--- config.mk ---
export PLATFORM = sky130hd
export DESIGN_NAME = jtag_reg_bridge_flat
export DESIGN_NICKNAME = d
export VERILOG_FILES = /design/src/rtl/jtag_reg_bridge_if.sv /design/src/rtl/jtag_reg_bridge.sv /design/src/flat_wrapper.sv
export SDC_FILE = /design/constraint.sdc
export NUM_CORES = 1
export LEC_CHECK = 0
export CAP_MARGIN = 40
export CELL_PAD_IN_SITES_DETAIL_PLACEMENT = 1
export CELL_PAD_IN_SITES_GLOBAL_PLACEMENT = 2
export CORE_MARGIN = 4
export CORE_UTILIZATION = 33
export CTS_CLUSTER_DIAMETER = 40
export CTS_CLUSTER_SIZE = 20
export DETAILED_ROUTE_END_ITERATION = 16
export PLACE_DENSITY_LB_ADDON = 0.1
export SLEW_MARGIN = 20
export SYNTH_ARGS = -nofsm -noshare
export SYNTH_HDL_FRONTEND = slang
export SYNTH_SLANG_ARGS = --single-unit
--- constraint.sdc ---
create_clock -name clk -period 1.45 [get_ports clk]
set_input_delay 0.29 -clock clk [delete_from_list [all_inputs] [get_ports clk]]
set_output_delay 0.29 -clock clk [all_outputs]
set_load 0.02 [all_outputs]
--- src/rtl/jtag_reg_bridge_if.sv ---
// Request/response bus between the JTAG bridge and the on-chip register target.
// The bridge issues one request at a time; read data returns as a single-cycle pulse.
interface jtag_reg_bridge_if #(
  parameter int DATA_W = 32,
  parameter int ADDR_W = 8
) ();
  logic              req_valid;
  logic              req_ready;
  logic              req_we;
  logic [ADDR_W-1:0] req_addr;
  logic [DATA_W-1:0] req_wdata;
  logic              rsp_valid;
  logic [DATA_W-1:0] rsp_rdata;

  modport master (
    output req_valid, req_we, req_addr, req_wdata,
    input  req_ready, rsp_valid, rsp_rdata
  );

  modport slave (
    input  req_valid, req_we, req_addr, req_wdata,
    output req_ready, rsp_valid, rsp_rdata
  );
endinterface

--- src/rtl/jtag_reg_bridge.sv ---
// JTAG user-DR to register-bus bridge: tap signals are oversampled in clk, and each
// Update-DR becomes one read or write on the request port.
module jtag_reg_bridge #(
  parameter int DATA_W      = 32,
  parameter int ADDR_W      = 8,
  parameter int SYNC_STAGES = 2
) (
  input  logic clk,
  input  logic reset,
  input  logic jtag_tck,
  input  logic jtag_sel,
  input  logic jtag_shift,
  input  logic jtag_capture,
  input  logic jtag_update,
  input  logic jtag_treset,
  input  logic jtag_tdi,
  output logic jtag_tdo,
  jtag_reg_bridge_if.master bus
);

  localparam int DR_W = DATA_W + ADDR_W + 1;
  localparam int NTAP = 7;

  typedef enum logic [1:0] {IDLE, REQ, WAIT_RSP} state_t;

  typedef struct packed {
    logic              we;
    logic [ADDR_W-1:0] addr;
    logic [DATA_W-1:0] data;
  } dr_t;

  logic [NTAP-1:0]                  tap_raw;
  logic [SYNC_STAGES-1:0][NTAP-1:0] sync_q;
  logic [NTAP-1:0]                  tap_s;
  logic                             tck_d, upd_d;

  logic tck_s, sel_s, shift_s, cap_s, upd_s, tdi_s, trst_s;
  logic tck_rise, tck_fall, upd_rise, capture_ev, shift_ev;

  state_t            state;
  logic [DR_W-1:0]   sr;
  dr_t               sr_f;
  logic [DATA_W-1:0] rdata_hold;
  logic              overrun;
  logic              busy;
  logic [ADDR_W-1:0] status;

  logic              req_valid_q, req_we_q;
  logic [ADDR_W-1:0] req_addr_q;
  logic [DATA_W-1:0] req_wdata_q;

  assign tap_raw = {jtag_treset, jtag_tdi, jtag_update, jtag_capture,
                    jtag_shift, jtag_sel, jtag_tck};

  // Newest sample enters at index 0; the last stage is the synchronised value.
  always_ff @(posedge clk) begin
    if (reset) begin
      sync_q <= '0;
      tck_d  <= 1'b0;
      upd_d  <= 1'b0;
    end else begin
      sync_q <= {sync_q[SYNC_STAGES-2:0], tap_raw};
      tck_d  <= tck_s;
      upd_d  <= upd_s;
    end
  end

  assign tap_s   = sync_q[SYNC_STAGES-1];
  assign tck_s   = tap_s[0];
  assign sel_s   = tap_s[1];
  assign shift_s = tap_s[2];
  assign cap_s   = tap_s[3];
  assign upd_s   = tap_s[4];
  assign tdi_s   = tap_s[5];
  assign trst_s  = tap_s[6];

  assign tck_rise   = sel_s &  tck_s & ~tck_d;
  assign tck_fall   = sel_s & ~tck_s &  tck_d;
  assign upd_rise   = sel_s &  upd_s & ~upd_d;
  assign capture_ev = tck_rise & cap_s;
  assign shift_ev   = tck_rise & shift_s & ~cap_s;

  assign busy = (state != IDLE);
  assign sr_f = dr_t'(sr);

  // Address field bits [1:0] carry status on capture; upper bits read as zero.
  always_comb begin
    status    = '0;
    status[1] = overrun;
    status[0] = busy;
  end

  always_ff @(posedge clk) begin
    if (reset) begin
      state       <= IDLE;
      sr          <= '0;
      jtag_tdo    <= 1'b0;
      overrun     <= 1'b0;
      rdata_hold  <= '0;
      req_valid_q <= 1'b0;
      req_we_q    <= 1'b0;
      req_addr_q  <= '0;
      req_wdata_q <= '0;
    end else begin
      if (trst_s) begin
        sr       <= '0;
        jtag_tdo <= 1'b0;
      end else begin
        if (capture_ev)
          sr <= {1'b0, status, rdata_hold};
        else if (shift_ev)
          sr <= {tdi_s, sr[DR_W-1:1]};
        if (tck_fall)
          jtag_tdo <= sr[0];
      end

      // A dropped update outranks a coincident read-to-clear capture.
      if (trst_s)
        overrun <= 1'b0;
      else if (upd_rise && state != IDLE)
        overrun <= 1'b1;
      else if (capture_ev)
        overrun <= 1'b0;

      // Treset deliberately leaves the transaction machinery alone.
      case (state)
        IDLE: begin
          if (upd_rise) begin
            req_we_q    <= sr_f.we;
            req_addr_q  <= sr_f.addr;
            req_wdata_q <= sr_f.data;
            req_valid_q <= 1'b1;
            state       <= REQ;
          end
        end
        REQ: begin
          if (bus.req_ready) begin
            req_valid_q <= 1'b0;
            state       <= req_we_q ? IDLE : WAIT_RSP;
          end
        end
        WAIT_RSP: begin
          if (bus.rsp_valid) begin
            rdata_hold <= bus.rsp_rdata;
            state      <= IDLE;
          end
        end
        default: state <= IDLE;
      endcase
    end
  end

  assign bus.req_valid = req_valid_q;
  assign bus.req_we    = req_we_q;
  assign bus.req_addr  = req_addr_q;
  assign bus.req_wdata = req_wdata_q;

endmodule

--- src/flat_wrapper.sv ---
// flat-port wrapper written by rule: the top's interface ports become plain ports
module jtag_reg_bridge_flat 
#(
  parameter int DATA_W      = 32,
  parameter int ADDR_W      = 8,
  parameter int SYNC_STAGES = 2
)
  (clk, reset, jtag_tck, jtag_sel, jtag_shift, jtag_capture, jtag_update, jtag_treset, jtag_tdi, jtag_tdo, bus_req_valid, bus_req_we, bus_req_addr, bus_req_wdata, bus_req_ready, bus_rsp_valid, bus_rsp_rdata);
  jtag_reg_bridge_if #(.DATA_W(DATA_W), .ADDR_W(ADDR_W)) bus_i ();
  input  logic clk;
  input  logic reset;
  input  logic jtag_tck;
  input  logic jtag_sel;
  input  logic jtag_shift;
  input  logic jtag_capture;
  input  logic jtag_update;
  input  logic jtag_treset;
  input  logic jtag_tdi;
  output logic jtag_tdo;
  output wire logic [$bits(bus_i.req_valid)-1:0] bus_req_valid;
  output wire logic [$bits(bus_i.req_we)-1:0] bus_req_we;
  output wire logic [$bits(bus_i.req_addr)-1:0] bus_req_addr;
  output wire logic [$bits(bus_i.req_wdata)-1:0] bus_req_wdata;
  input wire logic [$bits(bus_i.req_ready)-1:0] bus_req_ready;
  input wire logic [$bits(bus_i.rsp_valid)-1:0] bus_rsp_valid;
  input wire logic [$bits(bus_i.rsp_rdata)-1:0] bus_rsp_rdata;
  assign bus_req_valid = bus_i.req_valid;
  assign bus_req_we = bus_i.req_we;
  assign bus_req_addr = bus_i.req_addr;
  assign bus_req_wdata = bus_i.req_wdata;
  assign bus_i.req_ready = bus_req_ready;
  assign bus_i.rsp_valid = bus_rsp_valid;
  assign bus_i.rsp_rdata = bus_rsp_rdata;
  jtag_reg_bridge #(.DATA_W(DATA_W), .ADDR_W(ADDR_W), .SYNC_STAGES(SYNC_STAGES)) u_core (.clk(clk), .reset(reset), .jtag_tck(jtag_tck), .jtag_sel(jtag_sel), .jtag_shift(jtag_shift), .jtag_capture(jtag_capture), .jtag_update(jtag_update), .jtag_treset(jtag_treset), .jtag_tdi(jtag_tdi), .jtag_tdo(jtag_tdo), .bus(bus_i));
endmodule
# Yosys cells after proc, flatten, opt, wreduce, memory -nomap -nowiden

Cells that the tools add are included.

Logic and storage cells: 56
Output and inout port bits: 43
Bits in registers: 135
Input port bits: 43

Bitwise logic cells: 13
Equal/unequal tests: 5
Muxes and demuxes: 12
Reduce and logical (&&, ||, !) cells: 12

Operator list:

| kind                                                                    | number |
|---|---|
| 34-bit 2-to-1 mux                                                       | 2 |
| 1-bit AND                                                               | 9 |
| 2-bit 2-to-1 mux                                                        | 4 |
| 2-bit nonzero test                                                      | 4 |
| 2-bit case mux with 3 select lines                                      | 1 |
| 3-bit AND reduction                                                     | 2 |
| 1-bit 2-to-1 mux                                                        | 4 |
| 2-bit inequality test, second input constant                            | 2 |
| 1-bit inverter                                                          | 4 |
| 2-bit AND reduction                                                     | 2 |
| 3-bit OR reduction                                                      | 1 |
| 2-bit by 1-bit equality test with 1-bit output, second input constant   | 1 |
| 2-bit equality test, second input constant                              | 1 |
| 2-bit logical NOT                                                       | 1 |
| 2-bit by 1-bit inequality test with 1-bit output, second input constant | 1 |
| 1-bit case mux with 2 select lines                                      | 1 |
| 2-bit OR reduction                                                      | 1 |
| 1-bit logical AND                                                       | 1 |

# Logic depth before layout (Yosys ltp)

Gate-level depths: netlist of the first run.

Word-level depth: 6
Mapped depth: 6
Mapped depth without buffers: 3

# Least setup slack after synthesis of the first run

OpenSTA, ideal clock, no wires.

Path kind: input-to-reg
Start point: input port reset
End point: register u_core.sr[10]
Setup time: 0.058 ns
Stages: 6
Data arrival time: 1.150 ns
Path buffers: 3
Required time: 1.392 ns
Slack: 0.242 ns
Cells stage by stage: buf_6 > or2_1 > buf_6 > buf_6 > a211oi_2 > o22a_1

Cells in the longest elaborated chain, start to end: 1

Ends and longest elaborated chain:

| item                         | RTL line               | text |
|---|---|---|
| start, declared              | flat_wrapper.sv:11     | `input logic reset;` |
| 2-bit OR reduction (no line) | n/a                    |  |
| end signal, assigned         | jtag_reg_bridge.sv:110 | `sr <= {1'b0, status, rdata_hold};` |
| end signal, assigned         | jtag_reg_bridge.sv:112 | `sr <= {tdi_s, sr[DR_W-1:1]};` |
| end, declared                | jtag_reg_bridge.sv:41  | `logic [DR_W-1:0] sr;` |

No other way between the ends.
A chain may end at the register's enable or synchronous reset.

# Worst setup path after layout of the first run

Start point: register u_core.req_wdata_q[10], in the netlist u_core.bus.req_wdata[10]
End point: output port bus_req_wdata[10]

RTL lines:

| item                   | RTL line               | text |
|---|---|---|
| start, declared        | jtag_reg_bridge.sv:50  | `logic [DATA_W-1:0] req_wdata_q;` |
| start signal, assigned | jtag_reg_bridge.sv:131 | `req_wdata_q <= sr_f.data;` |
| end, declared          | flat_wrapper.sv:23     | `output wire logic [$bits(bus_i.req_wdata)-1:0] bus_req_wdata;` |

No word-level cell between the ends.

==> metrics.yaml, run 1 <==
place:
  portBuffers: 85
  place_congestion: 0.7414
  hpwl_um: 10050
min_path:
  hp-class: "input pin to flip-flop"
  holdPathStages: 3
clock_tree:
  cts_tree: "built"
  insertion_delay_ns: 0.43
  ctsHoldBuffers: 0
  htreeDepth: 4
  clk_path_buf_depth: 2
  clkTransAtPathRegs_ns: 0.06
  cts_buffers: 17
  cts_root_buffer: "clkbuf_16"
  clkSinkCount: 135
global_routing:
  grt_pass1_vias: 4866
  overflow: 0
  grt_max_degree: 69
  grtUsageTotal_pct: 16.00
  antenna_found_initial: 0
  grt_pass1_wl_um: 25180
route:
  drc: 0
  detail-route-antenna-nets: 0
  vias: 4547
  initialDrtViolationCount: 159
  viasPerCell: 4.969
  wl_per_cell_um: 16.61
  dr.pass1.iters: 4
  finalWirelength_um: 15190
die:
  pin_count: 86
  rows: 47
  die_w_um: 138.6
  fp.coreArea_mm2: 0.01664
  start_util_pct: 33.81
  die_height_um: 138.6
  dieArea_mm2: 0.01920
setup_path:
  worstPathBufferInverterCount: 1
  cp_num_cells: 1
  cpMaxStageDelayCell: "dlygate4sd2_1"
  crit_chain: "dlygate4sd2_1"
  slowest_delay_ns: 0.35
  crit_path_end_kind: "output port"
  worstPathArrival_ns: 1.12
  worstPathRequired_ns: 1.16
  reg2reg_slack_ns: 0.06
  worst_r2r_path_depth: 4
  crit_fanout: 2
  crit_type: "flip-flop to output port"
  critical_path.top_delay_family: "buffers and inverters"
  cp-start-kind: "flip-flop"
power:
  power_density_mw_per_mm2: 1212
  ir_drop_mv: 0.8574
  power_mw: 8.966
  p_leak_nw: 2.955
yosys:
  async_reset_ff_share_pct: 0
  synth_seq_cells: 135
  yosysWarningCount: 0
  ys_seq_area_share_pct: 48.03
  avgSynthCellArea_um2: 9.254
  synth_top_flop_cell: "dfxtp_1"
  synth_fp_nets: 651
  synth_edf_count: 0
  netlist_area_mm2: 0.005627
  synthDistinctLibCells: 30
  syn_inst: 608
timing:
  tightest_slew_ns: 0.3366
  hold_ws_ns: 0.3552
  hold_viol_final: 0
  clock_skew_ns: 0.009754
  rsz0062_at_grt: "yes"
  post-route-min-period_ns: 1.409
  setup_violations: 0
  maxSlewViolCount: 0
  final.setup.tns_ns: 0
  slew_headroom_pct: 77.56
  fin_crit_sh_pct: 97.18
  max_freq_mhz: 709.7
finish:
  diodes: 0
  syn2layout_area_growth_pct: 31.49
  fillers: 1869
  nets: 725
  layout-drive-gt1-share_pct: 14.10
run:
  max_cap_viol_count: 0
run_status:
  status: "completed"
## final timing paths
kind,endpoint,startpoint
hold reg to reg,u_core.tap_s[3],u_core.sync_q[3]
setup / recovery,bus_req_wdata[10],u_core.bus.req_wdata[10]
setup reg to reg,u_core.bus.req_wdata[20],u_core.tap_s[1]
hold / removal,u_core.jtag_tdo,reset
## routing by layer
metal	GRT usage, %	vias up	share of wire (%)
met3	3.310	20	3.4
met5	0	-	0
li1	-	2260	-
met2	27.00	78	49
met4	6.500	0	1.9
met1	20.00	2189	46
## cells by family after synthesis
logic type / after synthesis / share of synthesized area, %
and+or+nand+nor: 260 / 26.17
DFF: 135 / 48.03
AOI/OAI and AO/OA: 152 / 19.99
muxes: 2 / 0.3780
buffers and inverters: 59 / 5.426
## power breakdown
group,switching (mW),internal [mW]
sequential,0.0188,3.74
combinational,0.259,0.301
clock,1.64,3.01
total,1.92,7.05
## sequential cells by signal, summed over array words and instances (netlist names)
signal and flops:
u_core.bus.req_addr 8, u_core.bus.req_valid 1, u_core.bus.req_wdata 32, u_core.bus.req_we 1, u_core.jtag_tdo 1, u_core.overrun 1, u_core.rdata_hold 32, u_core.sr 41
u_core.state 2, u_core.sync_q 7, u_core.tap_s 7, u_core.tck_d 1, u_core.upd_d 1
## cell usage in the layout, fill, tap and decap left out, drive strengths merged, types with 3 or more instances in the layout
cell type	count
nand2	78
nand4b	41
nand3b	4
o22ai	8
bufinv	4
o21ai	41
clkdlybuf4s50	41
nand2b	41
a211oi	33
a21oi	35
clkbuf	20
buf	30
nor2b	49
nor2	40
dlygate4sd2	43
and3b	3
dfxtp	135
o22a	33
clkinv	7
## stage by stage
step / worst slack [ns] / std cells / instance area, um2 / util, %
after floorplan: 0.2422 / 608 / 5627 / -
after global placement: -0.05088 / 883 / 6809 / 40.91
after detailed placement: -0.1113 / 883 / 6809 / 40.91
after CTS: 0.002986 / 915 / 7398 / 44.46
after global routing: -0.03002 / 915 / 7398 / 44.46
final: 0.04094 / 915 / 7398 / 44.46
## worst register-to-register path: cells and delay by family (launching register included)
kind | cells | cell delay, ns
buffers and inverters | 1 | 0.36
flip-flops | 1 | 0.35
AO/OA/AOI/OAI | 1 | 0.11
AND/OR/NAND/NOR | 2 | 0.50
## cells in the mapped netlist, types with 2 or more instances
master / n / area (um2)
o22ai_1: 8 / 50.05
nand2_1: 78 / 292.8
nor2_1: 38 / 142.6
clkbuf_1: 30 / 112.6
o21ai_1: 40 / 200.2
and3b_1: 2 / 17.52
a211oi_2: 28 / 350.3
a211oi_1: 5 / 37.54
buf_6: 8 / 90.09
o22a_1: 33 / 289.0
nor2b_1: 49 / 306.5
buf_2: 19 / 95.09
dfxtp_1: 135 / 2703
a21oi_1: 35 / 175.2
nand3b_1: 4 / 30.03
nand4b_1: 41 / 359.1
nand2b_1: 41 / 256.5
buf_1: 2 / 7.510
## final cells by class
class | count | area [um2] | area share, %
sequential | 135 | 2705 | 36.56
multi-input combinational | 414 | 2628 | 35.51
timing repair buffer | 114 | 1150 | 15.54
clock buffer | 20 | 466.7 | 6.308
tap | 220 | 275.3 | 3.721
clock inverter | 12 | 173.9 | 2.351
## what timing repair did
| item | CTS | global route |
|---|---|---|
| setup endpoints to repair | 44 | 14 |
| cloned | 0 | 0 |
| buffers inserted | 0 | 0 |
| gates resized for setup | 44 | 0 |
No activity file was read; power rests on OpenSTA's default activity.
==> run 2, diff against run 1 <==
--- a/config.mk
+++ b/config.mk
@@ -9,7 +9,8 @@
 export CELL_PAD_IN_SITES_DETAIL_PLACEMENT = 1
 export CELL_PAD_IN_SITES_GLOBAL_PLACEMENT = 2
 export CORE_MARGIN = 4
-export CORE_UTILIZATION = 33
+export CORE_UTILIZATION = 34
+export CTS_BUF_LIST = sky130_fd_sc_hd__clkbuf_4
 export CTS_CLUSTER_DIAMETER = 40
 export CTS_CLUSTER_SIZE = 20
 export DETAILED_ROUTE_END_ITERATION = 16
==> constraint.sdc (replaced) <==
create_clock -name clk -period 1.3 [get_ports clk]
set_input_delay 0.26 -clock clk [delete_from_list [all_inputs] [get_ports clk]]
set_output_delay 0.26 -clock clk [all_outputs]
set_load 0.02 [all_outputs]
==> run 2 against run 1 <==
Compared with the run above: the run now ends with negative setup slack left; sequential power increased by 11%; worst setup slack got worse by 0.062 ns; worst hold slack got worse by 0.13 ns; die area fell by 2.8%; final area rose by 2.0%; critical path type is now flip-flop to flip-flop; critical endpoint is now u_core.bus.req_wdata[29]; largest power group is now registers.
==> metrics.yaml, run 2 (same netlist as run 1, synthesis figures left out) <==
setup_path:
  cp-start-kind: "flip-flop"
  slowest_delay_ns: 0.33
  worstPathBufferInverterCount: 1
  cpMaxStageDelayCell: "dfxtp_2"
  crit_type: "flip-flop to flip-flop"
  crit_chain: "and3b_2 -> and2_4 -> clkbuf_16 -> o21ai_2"
  worstPathArrival_ns: 1.76
  cp-startpoint: "u_core.upd_d"
  r2r_start: "u_core.upd_d"
  critical_path.top_delay_family: "simple AND/OR/NAND/NOR gates"
  crit_fanout: 8
  crit_path_end_kind: "flip-flop"
  worstPathRequired_ns: 1.74
die:
  die_w_um: 136.6
  fp.coreArea_mm2: 0.01606
  dieArea_mm2: 0.01867
  die_height_um: 136.6
  pin_count: 86
  start_util_pct: 35.04
  rows: 46
clock_tree:
  cts_root_buffer: "clkbuf_4"
  cts_buffers: 17
  clkSinkCount: 135
  clk_path_buf_depth: 2
  clkTransAtPathRegs_ns: 0.11
  htreeDepth: 4
  cts_tree: "built"
  insertion_delay_ns: 0.54
timing:
  setup_slack_ns: -0.02109
  hold_viol_final: 0
  tightest_slew_ns: 0.3500
  post-route-min-period_ns: 1.321
  hold_ws_ns: 0.2237
  setup_violations: 16
  slew_headroom_pct: 76.67
  max_freq_mhz: 756.9
  clock_skew_ns: 0.01352
  rsz0062_at_grt: "yes"
  fin_crit_sh_pct: 101.6
  maxSlewViolCount: 0
route:
  viasPerCell: 5.000
  drc: 0
  wl_per_cell_um: 16.91
  finalWirelength_um: 15760
  vias: 4660
  detail-route-antenna-nets: 0
  dr.pass1.iters: 4
  initialDrtViolationCount: 215
global_routing:
  overflow: 0
  grtUsageTotal_pct: 16.75
  grt_max_degree: 41
  grt_pass1_wl_um: 24890
  grt_pass1_vias: 4798
  antenna_found_initial: 0
finish:
  layout-drive-gt1-share_pct: 32.12
  largest_register_ffs: 41
  syn2layout_area_growth_pct: 34.16
  final_common_cell: "dfxtp_1"
  fin_util_pct: 47.01
  diodes: 0
  fillers: 1775
  nets: 746
  fin_area_mm2: 0.007548
  final_cell_mix: "85 x dfxtp_1, 78 x nand2_1, 50 x dfxtp_2"
  largest_register: "u_core.sr"
power:
  p_leak_nw: 2.901
  ir_drop_mv: 0.5219
  power_density_mw_per_mm2: 1039
place:
  hpwl_um: 10270
  portBuffers: 85
  dpl-instance-area_mm2: 0.006827
  place_congestion: 0.7398
  pre_cts_slack_ns: -0.2073
min_path:
  hp-class: "input pin to flip-flop"
  hold_start: "reset"
run:
  max_cap_viol_count: 0
run_status:
  violations: "negative setup slack"
  status: "finished, violations left"
==> run 2: cell types whose count changed in the layout (fill, tap and decap cells not counted), sizes merged <==
cell / delta
buf: +62
clkbuf: +1
clkinv: +1
dlygate4sd2: -43
==> run 2: where the power goes <==
part / switching, mW / total, mW / internal (mW) / leakage (nW)
logic: 0.300 / 0.639 / 0.339 / 1.62
registers: 0.0193 / 4.18 / 4.17 / 1.12
clock network: 1.49 / 3.02 / 1.52 / 0.161
==> run 2: path summary, 6_finish.rpt <==
path / cells after the start / to / slack, ns
worst max-delay path: 4 / u_core.bus.req_wdata[29] / -0.02
worst min-delay path: 4 / u_core.jtag_tdo / 0.22
worst min register to register: 1 / u_core.tap_s[0] / 0.45
worst max register to register: 4 / u_core.bus.req_wdata[29] / -0.02
==> run 2: final cells by class <==
type	count	area (um2)	share of cell area (%)
tap	216	270.3	3.580
clock buffer	19	142.6	1.890
timing repair buffer	135	1478	19.58
clock inverter	13	160.2	2.122
sequential	135	2765	36.63
multi-input combinational	414	2733	36.20
==> run 2: worst min-delay path, cell delays in order <==
cell and delay [ns]:
buf_4 0.10, or2_4 0.19, buf_4 0.15, nor2_1 0.04
==> run 2: metrics by stage <==
| step | TNS (ns) | std cells | total power, mW |
|---|---|---|---|
| 4_1_cts | -0.6826 | 919 | 7.937 |
| 5_1_grt | -3.015 | 932 | 8.200 |
| 6_report | -0.1752 | 932 | 7.842 |
| 3_5_place_dp | -6.603 | 882 | 4.904 |
| 3_3_place_gp | -5.046 | 882 | 4.894 |
| 2_1_floorplan | 0 | 608 | 4.643 |
==> run 2: timing repair <==
action                     in CTS  in global routing
buffers inserted                5                 10
resized for setup             305                 37
cloned                          0                  3
pin swaps                       0                 24
hold buffers                    0                  0
setup endpoints to repair     108                121
==> run 2: layer usage <==
metal  routed length, um  global-route usage, %  up-vias
li1                    -                      -     2309
met1                7236                  21.24     2263
met2                7767                  28.09       73
met3                 551                  3.713       15
met4                 208                  5.767        0
met5                   0                      0        -
